### src/rtl/stage_memory_store.sv
// Memory-write stage: SB/SH/SW against a word-wide memory without byte enables.
// Full-word stores write directly. Sub-word stores read the containing word,
// merge the byte or halfword lane, then write the word back.
// Optional macro STORE_MISALIGN_TRAP_EN: misaligned halfword/word stores skip the
// memory access, finish straight away and raise o_misaligned while in DONE.
//
// state | meaning
// IDLE  | waiting for enable; mem_addr follows the live effective address
// READ  | waiting READ_LATENCY cycles for mem_rdata, then capturing the merged word
// WRITE | one-cycle write strobe (gated by enable)
// DONE  | store committed; is_complete follows enable until it drops
module stage_memory_store #(
    parameter int XLEN         = 32,
    parameter int READ_LATENCY = 2
) (
    input  logic            clock,
    input  logic            reset,
    input  logic            enable,
    input  logic [XLEN-1:0] i_effective_addr,
    input  logic [XLEN-1:0] i_store_value,
    input  logic [1:0]      i_width,
    input  logic [XLEN-1:0] mem_rdata,
    output logic [XLEN-1:0] mem_addr,
    output logic            mem_wenable,
    output logic [XLEN-1:0] mem_wdata,
    output logic            is_complete
`ifdef STORE_MISALIGN_TRAP_EN
    ,
    output logic            o_misaligned
`endif
);

    localparam int CNT_W = (READ_LATENCY < 1) ? 1 : $clog2(READ_LATENCY + 1);

    typedef enum logic [1:0] {
        IDLE  = 2'd0,
        READ  = 2'd1,
        WRITE = 2'd2,
        DONE  = 2'd3
    } state_t;

    state_t          state;
    logic [XLEN-1:0] addr_q;
    logic [XLEN-1:0] value_q;
    logic [1:0]      width_q;
    logic [XLEN-1:0] merge_q;
    logic [CNT_W-1:0] count;
    logic [XLEN-1:0] merged;

`ifdef STORE_MISALIGN_TRAP_EN
    logic mis_q;
    logic trap;

    // Misaligned if a halfword has addr[0] set or a word (10/11) is not word aligned.
    always_comb begin
        trap = 1'b0;
        if (i_width == 2'b01)
            trap = i_effective_addr[0];
        else if (i_width[1])
            trap = (i_effective_addr[1:0] != 2'b00);
    end

    // Trap flag is only visible while the trapped store sits in DONE.
    assign o_misaligned = (state == DONE) && mis_q;
`endif

    // Replace the addressed lane of the read word with the low bits of the store value.
    always_comb begin
        merged = mem_rdata;
        if (!width_q[1]) begin
            if (width_q[0])
                merged[{addr_q[1], 4'b0000} +: 16] = value_q[15:0];
            else
                merged[{addr_q[1:0], 3'b000} +: 8] = value_q[7:0];
        end
    end

    // Output decode: write strobe and completion are both qualified by enable so an
    // aborted store can never write, and async reset clears them immediately.
    assign mem_addr    = (state == IDLE) ? {i_effective_addr[XLEN-1:2], 2'b00}
                                         : {addr_q[XLEN-1:2], 2'b00};
    assign mem_wenable = (state == WRITE) && enable;
    assign mem_wdata   = (state == WRITE) ? (width_q[1] ? value_q : merge_q) : '0;
    assign is_complete = (state == DONE) && enable;

    // Store sequencing FSM with operand latches and read-wait down-counter.
    always_ff @(posedge clock or posedge reset) begin
        if (reset) begin
            state   <= IDLE;
            addr_q  <= '0;
            value_q <= '0;
            width_q <= '0;
            merge_q <= '0;
            count   <= '0;
`ifdef STORE_MISALIGN_TRAP_EN
            mis_q   <= 1'b0;
`endif
        end else begin
            case (state)
                IDLE: begin
                    merge_q <= '0;
`ifdef STORE_MISALIGN_TRAP_EN
                    mis_q   <= 1'b0;
`endif
                    if (enable) begin
                        addr_q  <= i_effective_addr;
                        value_q <= i_store_value;
                        width_q <= i_width;
`ifdef STORE_MISALIGN_TRAP_EN
                        if (trap) begin
                            mis_q <= 1'b1;
                            state <= DONE;
                        end else
`endif
                        if (i_width[1]) begin
                            state <= WRITE;
                        end else begin
                            count <= CNT_W'(READ_LATENCY);
                            state <= READ;
                        end
                    end
                end
                READ: begin
                    if (!enable) begin
                        merge_q <= '0;
                        state   <= IDLE;
                    end else if (count == '0) begin
                        merge_q <= merged;
                        state   <= WRITE;
                    end else begin
                        count <= count - 1'b1;
                    end
                end
                WRITE: begin
                    if (!enable) begin
                        merge_q <= '0;
                        state   <= IDLE;
                    end else begin
                        state <= DONE;
                    end
                end
                DONE: begin
                    if (!enable) begin
                        merge_q <= '0;
                        state   <= IDLE;
                    end
                end
                default: state <= IDLE;
            endcase
        end
    end

endmodule

### config.mk
export PLATFORM = sky130hd
export DESIGN_NAME = stage_memory_store
export DESIGN_NICKNAME = d
export VERILOG_FILES = /design/src/rtl/stage_memory_store.sv
export SDC_FILE = /design/constraint.sdc
export NUM_CORES = 1
export LEC_CHECK = 0
export CORE_ASPECT_RATIO = 1.2
export CORE_MARGIN = 4
export CORE_UTILIZATION = 47
export CTS_CLUSTER_SIZE = 8
export DETAILED_ROUTE_END_ITERATION = 10
export PLACE_DENSITY_LB_ADDON = 0.15
export SLEW_MARGIN = 20
export SYNTH_ARGS = -nofsm -noshare
export SYNTH_HDL_FRONTEND = slang
export SYNTH_SLANG_ARGS = --single-unit
### constraint.sdc
create_clock -name clock -period 4.76 [get_ports clock]
set_clock_uncertainty 0.05 [all_clocks]
set_input_delay 0.952 -clock clock [delete_from_list [all_inputs] [get_ports clock]]
set_output_delay 0.952 -clock clock [all_outputs]
set_load 0.005 [all_outputs]
==> metrics.csv <==
metric;value;unit
layout cell share with drive strength beyond 1;20.8;%
gr ovfl total;0;
Total Neg Setup Slack;0;ns
TritonCTS clock tree;yes;
reg2reg setup slack;2.47;ns
Synth Flop Type;dfrtp_1;
final setup fails;0;
initial antenna violation count;0;
Core Box Area;0.0107;mm2
CTS root buf;clkbuf_16;
clock buffer depth;2;
Area Overhead vs Synth;38.3;%
worst r2r dst;merge_q[17]$_DFFE_PP0P_;
final slew viol count;0;
Critical Path RT;3.76;ns
worst reg-to-reg path cell count;7;
Arr. time, crit path;2.40;ns
Tot GR Track Use;21.7;%
maxcap violations;0;
Worst path slowest cell;dfrtp_2;
crit path capture type;output port;
Resize count post-CTS;0;
synth unique cells;40;
Ys Warns;0;
status;finished clean;
Final GP Congestion;0.846;
die width;104;um
Antenna diodes;0;
io pins;167;
post-synthesis sequential area ratio;48.8;%
CP Class;reg2out;
total power;3010;uW
Hold Violations, Final;0;
CTS clk-pin slew, worst paths;0.06;ns
worst reg2reg startpoint;count[0]$_DFFE_PP0P_;
I/O Buffers;164;
RSZ-0062 raised after global routing;false;
Psw;918;uW
hold_sp;addr_q[5]$_DFFE_PP0P_;
EDFF count, synth;0;
met2 Use GR;37.7;%
CP bufs+invs;1;
Mapped Cells;431;
die footprint;0.0129;mm2
VDD IR-drop max;0.208;mV
Pint;2090;uW
Max Fclk;294;MHz
PwrDens;416;mW/mm2
Hold Path Class;reg2reg;
DRT Pass-1 Iters;4;
Post-Syn Area per Cell;12.1;um2
met1 Track Usage GR;25.4;%
Storage cell area;0.00255;mm2
Critical Path Fanout Max;38;
Logic pwr share;33.8;%
Clock power frac;23.4;%
GR Util met3;6.38;%
Site Rows;41;
instance count on the critical path;3;
WHS Endpoint;addr_q[5]$_DFFE_PP0P_;
Leak;0.00303;uW
total number of vias;4067;
DP Wirelength;9770;um
Setup Buffers After CTS;0;
switching share of power;30.5;%
Flop pwr share;42.8;%
area of the multi-input gates;0.00250;mm2
first-iteration detailed-routing DRC count;140;
Worst path max stage delay;1.09;ns
worst-skew pair later-pin latency;0.34;ns
synthesized cell area;0.00523;mm2
antenna-violating nets left;0;
Synth async-reset ratio;100;%
Final min period;3.40;ns
Setup crit start kind;register;
vias in the first global route;4420;
total CTS buffers;9;
register bit total from synthesis;102;
Die Height;124;um
Fillers;814;
worst hold slack;0.437;ns
worst path cell trace;mux2i_1 -> nor2_1 -> clkdlybuf4s50_1;
Starting Density;48.8;%
Vias/cell;5.66;
largest net degree at the start of global routing;84;
WHS Path Cells;1;
final WL;13700;um
# DRC;0;
worst rel slew slack;26.1;%
drt wl/cell;19.1;um
H-tree levels;3;
first-pass GRT wire length;22300;um
# nets final;692;
worst slew pin tran;1.11;ns
Most Crowded Layer GR;met2;
CP top delay family;flip-flops;
CTS Sinks;102;
CTS Hold Bufs;0;
period utilisation layout;71.5;%
==> stage by stage <==
step                cell area [um2]  utilization [%]  worst slack [ns]  cells
finish                         7240             67.5              1.36    719
global route                   7240             67.5              1.26    719
CTS                            7230             67.5              1.16    719
detailed placement             6940             64.8              1.44    703
global placement               6940             64.8              1.43    703
floorplan                      5240                -              1.08    432
==> cells by family after synthesis <==
family          count (synthesis)  share of synthesized area, %
buf+inv                        38                          3.75
compound gates                 88                          12.6
flops                         102                          48.8
other cells                     1                        0.0717
simple gates                   70                          6.98
mux                           126                          26.3
fa+ha+maj                       6                          1.44
==> power by group through the flow <==
stage	combinational, uW	sequential [uW]	clock [uW]
floorplan	670	1190	0
CTS	1030	1290	720
global placement	995	1290	0
finish	1020	1290	703
detailed placement	1020	1300	0
global route	1110	1320	759
==> Yosys cell counts (all sizes together) (7+ instances only) <==
cell type | number | area, um2
and2 | 8 | 50.1
a221o | 8 | 80.1
nor2 | 40 | 158
inv | 9 | 33.8
mux2i | 33 | 330
a32oi | 16 | 140
a22o | 8 | 70.1
a21o | 9 | 67.6
a22oi | 16 | 120
mux2 | 93 | 1050
o21ai | 19 | 95.1
buf | 24 | 143
a21oi | 7 | 46.3
dfrtp | 102 | 2550
==> how the worst max path moves through the flow <==
stage                           startpoint               endpoint  slack, ns
floorplan                            reset  addr_q[0]$_DFFE_PP0P_       1.08
global placement                    enable            is_complete       1.43
detailed placement                  enable            is_complete       1.44
CTS                   state[0]$_DFFE_PP0P_           mem_wdata[0]       1.16
global route        width_q[1]$_DFFE_PP0P_           mem_wdata[9]       1.26
finish              width_q[1]$_DFFE_PP0P_           mem_wdata[9]       1.36
==> sequential cells by signal, summed over array words and instances (netlist names) <==
signal / cells
addr_q: 32
width_q: 2
value_q: 32
state: 2
count: 2
merge_q: 32
==> placed cells by master, fill, tap and decap left out, drive strengths merged, types with 4 or more instances in the layout <==
cell / count
clkdlybuf4s50: 164
dfrtp: 102
mux2: 93
nor2: 40
mux2i: 33
o21ai: 19
a22oi: 16
a32oi: 16
clkbuf: 13
a21o: 9
inv: 9
and2: 8
a221o: 8
a22o: 8
buf: 7
a21oi: 7
ha: 6
nand2: 6
nand2b: 4
==> layer usage <==
| layer | up-vias | part of all wire (%) | wire, um |
|---|---|---|---|
| met2 | 149 | 51 | 6980 |
| met3 | 21 | 7.8 | 1070 |
| li1 | 1890 | - | - |
| met1 | 2007 | 39 | 5380 |
| met4 | 0 | 2.3 | 311 |
| met5 | - | 0 | 0 |
==> layout make-up <==
cell class / instances / area share, %
tap: 129 / 2.23
clock inverter: 3 / 0.242
timing repair buffer: 171 / 23.4
inverter: 9 / 0.536
clock buffer: 13 / 3.73
sequential: 102 / 35.3
multi-input combinational: 292 / 34.6
(Power assumes the default switching activity.)
